## src/rtl/stack_arbiter.sv

```systemverilog
// stack_arbiter: round-robin arbiter sharing one stack unit between two clients,
// with per-client request queuing (depth 1) and a wait-for-ack timeout.
module stack_arbiter #(
   parameter int DW  = 32,
   parameter int NW  = 10,
   parameter int OPW = 3,
   parameter int TMO = 1023
) (
   input  logic           clock,
   input  logic           reset_n,
   input  logic           c0_rdy,
   input  logic [OPW-1:0] c0_op,
   input  logic [DW-1:0]  c0_datain,
   input  logic [NW-1:0]  c0_n,
   input  logic           c1_rdy,
   input  logic [OPW-1:0] c1_op,
   input  logic [DW-1:0]  c1_datain,
   input  logic [NW-1:0]  c1_n,
   output logic           c0_ack,
   output logic [DW-1:0]  c0_dataout,
   output logic           c0_esito,
   output logic           c0_tmo,
   output logic           c1_ack,
   output logic [DW-1:0]  c1_dataout,
   output logic           c1_esito,
   output logic           c1_tmo,
   output logic           s_rdy,
   output logic [OPW-1:0] s_op,
   output logic [DW-1:0]  s_datain,
   output logic [NW-1:0]  s_n,
   input  logic           s_ack,
   input  logic [DW-1:0]  s_dataout,
   input  logic           s_esito,
   output logic           busy,
   output logic           grant
);
   localparam int CW = $clog2(TMO + 1);
   localparam logic [1:0] IDLE  = 2'd0;
   localparam logic [1:0] ISSUE = 2'd1;
   localparam logic [1:0] WAIT  = 2'd2;
   localparam logic [1:0] RESP  = 2'd3;

   logic [1:0]     rdy;
   logic [OPW-1:0] in_op   [2];
   logic [DW-1:0]  in_din  [2];
   logic [NW-1:0]  in_n    [2];

   logic [1:0]     state_q, state_d;
   logic [1:0]     pend_q, pend_d;
   logic           last_q, last_d;
   logic           grant_q, grant_d;
   logic           busy_q, busy_d;
   logic [CW-1:0]  cnt_q, cnt_d;
   logic [OPW-1:0] rop_q   [2];
   logic [OPW-1:0] rop_d   [2];
   logic [DW-1:0]  rdin_q  [2];
   logic [DW-1:0]  rdin_d  [2];
   logic [NW-1:0]  rn_q    [2];
   logic [NW-1:0]  rn_d    [2];
   logic           s_rdy_q, s_rdy_d;
   logic [OPW-1:0] s_op_q, s_op_d;
   logic [DW-1:0]  s_din_q, s_din_d;
   logic [NW-1:0]  s_n_q, s_n_d;
   logic [1:0]     ack_q, ack_d;
   logic [DW-1:0]  dout_q  [2];
   logic [DW-1:0]  dout_d  [2];
   logic [1:0]     esito_q, esito_d;
   logic [1:0]     tmo_q, tmo_d;
   logic           sel;

   assign rdy       = {c1_rdy, c0_rdy};
   assign in_op[0]  = c0_op;
   assign in_op[1]  = c1_op;
   assign in_din[0] = c0_datain;
   assign in_din[1] = c1_datain;
   assign in_n[0]   = c0_n;
   assign in_n[1]   = c1_n;

   // on a tie the client that was not served last wins
   assign sel = &pend_q ? ~last_q : pend_q[1];

   always_comb begin
      state_d = state_q;
      pend_d  = pend_q;
      last_d  = last_q;
      grant_d = grant_q;
      cnt_d   = cnt_q;
      rop_d   = rop_q;
      rdin_d  = rdin_q;
      rn_d    = rn_q;
      s_rdy_d = 1'b0;
      s_op_d  = s_op_q;
      s_din_d = s_din_q;
      s_n_d   = s_n_q;
      ack_d   = '0;
      dout_d  = dout_q;
      esito_d = esito_q;
      tmo_d   = tmo_q;
      for (int i = 0; i < 2; i++)
         if (rdy[i] && !pend_q[i]) begin
            pend_d[i] = 1'b1;
            rop_d[i]  = in_op[i];
            rdin_d[i] = in_din[i];
            rn_d[i]   = in_n[i];
         end
      case (state_q)
         IDLE:
            if (|pend_q) begin
               grant_d     = sel;
               pend_d[sel] = 1'b0;
               s_rdy_d     = 1'b1;
               s_op_d      = rop_q[sel];
               s_din_d     = rdin_q[sel];
               s_n_d       = rn_q[sel];
               state_d     = ISSUE;
            end
         ISSUE: begin
            cnt_d   = '0;
            state_d = WAIT;
         end
         WAIT:
            // an ack landing on the last timeout cycle still counts as a real completion
            if (s_ack || cnt_q == CW'(TMO - 1)) begin
               dout_d[grant_q]  = s_ack ? s_dataout : '0;
               esito_d[grant_q] = s_ack & s_esito;
               tmo_d[grant_q]   = ~s_ack;
               ack_d[grant_q]   = 1'b1;
               state_d          = RESP;
            end else
               cnt_d = cnt_q + CW'(1);
         default: begin
            last_d  = grant_q;
            state_d = IDLE;
         end
      endcase
      busy_d = state_d != IDLE;
   end

   always_ff @(posedge clock) begin
      if (!reset_n) begin
         state_q <= IDLE;
         pend_q  <= '0;
         last_q  <= 1'b1;
         grant_q <= 1'b0;
         busy_q  <= 1'b0;
         cnt_q   <= '0;
         rop_q   <= '{default: '0};
         rdin_q  <= '{default: '0};
         rn_q    <= '{default: '0};
         s_rdy_q <= 1'b0;
         s_op_q  <= '0;
         s_din_q <= '0;
         s_n_q   <= '0;
         ack_q   <= '0;
         dout_q  <= '{default: '0};
         esito_q <= '0;
         tmo_q   <= '0;
      end else begin
         state_q <= state_d;
         pend_q  <= pend_d;
         last_q  <= last_d;
         grant_q <= grant_d;
         busy_q  <= busy_d;
         cnt_q   <= cnt_d;
         rop_q   <= rop_d;
         rdin_q  <= rdin_d;
         rn_q    <= rn_d;
         s_rdy_q <= s_rdy_d;
         s_op_q  <= s_op_d;
         s_din_q <= s_din_d;
         s_n_q   <= s_n_d;
         ack_q   <= ack_d;
         dout_q  <= dout_d;
         esito_q <= esito_d;
         tmo_q   <= tmo_d;
      end
   end

   assign c0_ack     = ack_q[0];
   assign c1_ack     = ack_q[1];
   assign c0_dataout = dout_q[0];
   assign c1_dataout = dout_q[1];
   assign c0_esito   = esito_q[0];
   assign c1_esito   = esito_q[1];
   assign c0_tmo     = tmo_q[0];
   assign c1_tmo     = tmo_q[1];
   assign s_rdy      = s_rdy_q;
   assign s_op       = s_op_q;
   assign s_datain   = s_din_q;
   assign s_n        = s_n_q;
   assign busy       = busy_q;
   assign grant      = grant_q;
endmodule
```

## config.mk

```make
export PLATFORM = sky130hd
export DESIGN_NAME = stack_arbiter
export DESIGN_NICKNAME = d
export VERILOG_FILES = /design/src/rtl/stack_arbiter.sv
export SDC_FILE = /design/constraint.sdc
export NUM_CORES = 1
export LEC_CHECK = 0
export CORE_ASPECT_RATIO = 1.75
export CORE_UTILIZATION = 35
export CTS_CLUSTER_SIZE = 16
export DETAILED_ROUTE_END_ITERATION = 7
export DONT_BUFFER_PORTS = 1
export HOLD_SLACK_MARGIN = 0.02
export RECOVER_POWER = 50
export SLEW_MARGIN = 20
export SYNTH_ARGS = -nofsm -noshare
export SYNTH_HDL_FRONTEND = slang
export SYNTH_SLANG_ARGS = --single-unit
```

## constraint.sdc

```tcl
create_clock -name clock -period 3.75 [get_ports clock]
set_input_delay 0.1875 -clock clock [delete_from_list [all_inputs] [get_ports clock]]
set_output_delay 0.1875 -clock clock [all_outputs]
set_load 0.03 [all_outputs]
```

After elaboration in Yosys (flattened, before gate mapping)
Index checks and enable logic that the tools add are counted.
{ "totals": {"elab_cells": 89, "out_inout_bits": 118, "input_bits": 128, "ff_bits": 223} }
{ "classes": {"bitwise_logic": 7, "mux": 30, "n_lt_le_gt_ge": 7, "reduce_logical": 19, "n_addsub": 1, "n_eq_ne": 4} }
{ "op_table": {"columns": ["op", "n"], "rows": [
  ["$mux 32", 5],
  ["$bwmux 64", 1],
  ["$mux 10", 4],
  ["$demux 32 s1", 1],
  ["$pmux 10 s2", 1],
  ["$add 10x1->10 const B", 1],
  ["$eq 10x10->1 const B", 1],
  ["$reduce_and 2->1", 5],
  ["$mux 3", 3],
  ["$mux 2", 4],
  ["$mux 1", 6],
  ["$pmux 2 s3", 1],
  ["$logic_and 1x1->1", 5],
  ["$bwmux 2", 2],
  ["$ge 2x2->1 const B", 2],
  ["$lt 1x2->1 const B", 2],
  ["$not 1->2", 2],
  ["$reduce_bool 2->1", 2],
  ["$reduce_and 3->1", 1],
  ["$reduce_or 3->1", 1],
  ["$and 2x2->2", 1],
  ["$demux 1 s1", 2],
  ["$eq 2x1->1 const B", 1],
  ["$eq 2x2->1 const B", 1],
  ["10 further kinds", 13]
]} }

Longest topological paths before layout
{ "depth": {"depth_word": 10, "depth_mapped": 9, "ltp_nobuf": 6} }

Worst setup path after synthesis
No wires, ideal clock.
{ "synth_timing": {"path_kind": "flip-flop to flip-flop", "startpoint": "register cnt_q[0]", "endpoint": "register cnt_q[4]", "setup_slack_ns": 1.884, "period_less_slack_ns": 1.866, "arrival_ns": 1.796, "setup_time_ns": 0.070, "path_stages_with_launch": 9, "path_cell_list": "dfxtp_1 -> inv_1 -> ha_1 -> and4_1 -> buf_6 -> and3_4 -> buf_6 -> or4_1 -> a21oi_1"} }
{ "synth_between": {"elab_chain_len": 4, "elab_cells_between_ends": 7, "classes_between": "add/sub (1); eq/ne (2); mux (2); reduce/logical (2)"} }
{ "synth_rtl": {"columns": ["element", "line_no", "source"], "rows": [
  ["start: declaration", "53", "logic [CW-1:0] cnt_q, cnt_d;"],
  ["start signal: assignment", "164", "cnt_q <= cnt_d;"],
  ["parallel branches: the longest is 4 deep, another holds $add 10x1->10", null, null]
]} }
Several ways; the timed one is not identified. The select of a mux whose other input is x is not followed.
A chain may end at the register's enable or synchronous reset.

Worst setup path after layout
{ "layout_timing": {"startpoint": "register pend_q[1]", "endpoint": "register s_din_q[24] (netlist: s_datain[24])"} }
{ "layout_between": {"elab_chain_len": 6, "elab_cells_between_ends": 8, "classes_between": "mux (4); bitwise (1); reduce/logical (3)"} }
{ "layout_rtl": {"columns": ["element", "line_no", "source"], "rows": [
  ["start: declaration", "49", "logic [1:0] pend_q, pend_d;"],
  ["start signal: assignment", "160", "pend_q <= pend_d;"],
  ["$reduce_and 2->1", "80", "assign sel = &pend_q ? ~last_q : pend_q[1];"],
  ["$mux 1", "80", null],
  ["$not 1->2 (not written as such)", "113", "s_din_d = rdin_q[sel];"],
  ["$mux 32 (not written as such) (3 in a row)", "113", null],
  ["end signal: assignment", "170", "s_din_q <= s_din_d;"],
  ["end: declaration", "62", "logic [DW-1:0] s_din_q, s_din_d;"]
]} }
Parallel ways exist; a longest one is shown, timed or not. The select of a mux whose other input is x is not followed.

==> run metrics <==
worst min path class primary input to register; Synth Flop Type dfxtp_1; FFs w/ async S/R, synth 0%; initial DRC count 316; length of the first detailed-routing pass in iterations 4; EDFF count, synth 0; crit end category register; Seq/Total Area, Yosys 50.0%; syn nets ~1100; Pwr per Cell Area 627 nW/um^2; antenna-violating nets left 0; CP Max Fanout 24; die width approximately 120 um; vias per std cell 5.16; Vert. Die Dim approximately 210 um; Synth top area share 50.0%; clock period minus worst slack 2800 ps; clock net sink count approximately 220; post-CTS setup buffer count 0; final period utilization 74.6%; CP required 4160 ps; Yosys cell types 35; initial antenna violation count 2; post-detail-place hpwl 14500 um; later-pin clock latency in the skew report 510 ps; final layout net count 1222; gr ovfl total 0; port buffer count 0; Reg clk slew, reported paths 70 ps; Fin Setup TNS 0 ps; most common cell in the netlist nand2_1; maximum clock rate 0.358 GHz; Syn. warnings 0; setup violators final 0; Total GRT Usage 18.0%; final std cells w/o fill 1419; H-tree Lvls 1; Yosys reg bits 223; Clock Tree Buf Depth 3; first-pass GRT wire length 37200 um; critical path class register to register; failing checks capacitance limit, slew limit; R2R Path Start pend_q[1]$_SDFF_PN0_; # DRC 0; RR Endpoint s_datain[24]$_SDFFE_PN0P_; Routed WL per cell 16.9 um; final core occ about 44%; Synth Cell Area between 8000 and 9000 sq um; Max-cap violations 2; Clock Tree Root clkbuf_16; Hold Path Depth 3; Max VDD drop 462 uV; placement row count 77; GPL Wtd Cong 0.773; vias in the first global route about 7300; critical path arrival ~3200 ps; top post-synthesis cells by count nand2_1 (305), dfxtp_1 (223), a21boi_0 (146); total CTS buffers 22; Tightest Pin Transition 1860 ps; Worst Skew 11.0 ps; Slew HR -24.1%; Max Slew Vio Count 63; syn_area_per_cell 8.88 sq um; crit path launch type register; cell count after synthesis 1005; vias about 7300; Lkg Pwr 4.42 nW; synthesis-to-layout area growth 24.7%; Initial Util 35.5%; largest net degree at the start of global routing 218; CTS tree yes; dpl cells 1249; Synth area leaders dfxtp_1 (50%), nand2_1 (13%), a21boi_0 (12%), mux2i_1 (5.5%), o211a_1 (5.0%); RSZ-0062 raised after global routing no; core footprint ~25000 sq um; Synth area leader dfxtp_1; hold endpoint rop_q[3]$_SDFFE_PN0P_; Reg2Reg Depth 5; HP Start c0_rdy; die area 26200 sq um; Routed Wire Length 24000 um; status finished, violations left; R2R Setup Slk 950 ps; Hold Fails Final Rpt 0; I/O pin count 246; share of layout cells above drive strength 1 ~4.7%
==> cells in the final DEF (no fill, tap or decap), types with 6 or more instances in the layout <==
master,Yosys,layout
o211a_1,45,45
nand2b_1,9,9
clkbuf_16,0,23
a21boi_1,13,12
dlygate4sd3_1,0,130
ha_1,6,6
mux2i_1,49,49
o21ai_0,72,72
buf_4,2,10
inv_1,7,7
dfxtp_1,223,223
nand2_1,305,305
a21boi_0,146,146
clkinv_2,0,7
==> worst max path at each step <==
stage,from,cells after the start,to
finish,pend_q[1]$_SDFF_PN0_,5,s_datain[24]$_SDFFE_PN0P_
global route,pend_q[1]$_SDFF_PN0_,5,s_datain[24]$_SDFFE_PN0P_
CTS,state_q[0]$_SDFF_PN0_,8,c1_dataout[7]$_SDFFE_PN0P_
detailed placement,cnt_q[0]$_SDFFE_PN0P_,7,c1_dataout[23]$_SDFFE_PN0P_
global placement,cnt_q[0]$_SDFFE_PN0P_,7,c1_dataout[18]$_SDFFE_PN0P_
floorplan,cnt_q[0]$_SDFFE_PN0P_,8,cnt_q[4]$_SDFFE_PN0P_
==> power by group <==
part           total [W]  internal [W]  switching, W
sequential       0.00350       0.00273      0.000771
clock            0.00216       0.00123      0.000936
combinational    0.00132      0.000543      0.000774
total            0.00698       0.00450       0.00248
==> per-layer routing <==
layer / wire [um] / vias up / GRT usage, %
li1: - / 3567 / -
met1: 9130 / 3501 / 18.2
met2: 12800 / 201 / 34.7
met3: 1460 / 44 / 3.95
met4: 628 / 2 / 7.23
met5: 9 / - / 0
==> stage by stage <==
stage                     total power (W)  hold WS (ps)  setup WS (ps)  area (sq um)
after CTS                         0.00708          34.5           1130         11100
after global routing              0.00735          65.7            755         11100
after detailed placement          0.00473           290           1460          9110
final                             0.00698          52.7            954         11100
after global placement            0.00471           300           1530          9110
after floorplan                   0.00438           322           1880          8920
==> critical path: stages (launching register included) <==
cell,delay [ps]
dfxtp_1,470
a21boi_4,230
clkbuf_1,1340
mux2i_1,360
nand2_1,100
o211a_1,170
==> cell families (layout without fill, tap and decap cells) <==
logic type               after synthesis  after routing  share of synthesized area [%]
AND/OR/NAND/NOR                      340            340                           15.3
AO/OA/AOI/OAI                        297            297                           24.1
buffers and inverters                 90            186                           4.17
multiplexers                          49             49                           5.50
flip-flops                           223            223                           50.0
other                                  0              2                              0
adder cells (fa/ha/maj)                6              6                          0.842
==> layout make-up <==
cell class / count / area, sq um
well taps: 316 / 395
clock inverters: 9 / 81.3
inverters: 7 / 26.3
clock buffers: 28 / 614
diodes: 2 / 5.00
flip-flops and latches: 223 / 4460
fillers: 2430 / 14000
multi-input cells: 692 / 4130
repair buffers: 142 / 1410
==> what timing repair did <==
item,in CTS,in global routing
hold buffers,131,0
gates resized for setup,0,0
endpoints found under the hold margin,221,0
==> flip-flops by register name, indices dropped and copies added (netlist names) <==
register and count:
rop_q 6, esito_q 2, grant 1, rdin_q 64
state_q 2, busy 1, c0_dataout 32, pend_q 2
s_n 10, s_datain 32, c1_dataout 32, ack_q 2
last_q 1, tmo_q 2, rn_q 20, s_op 3
cnt_q 10, s_rdy 1
(Power assumes the default switching activity.)
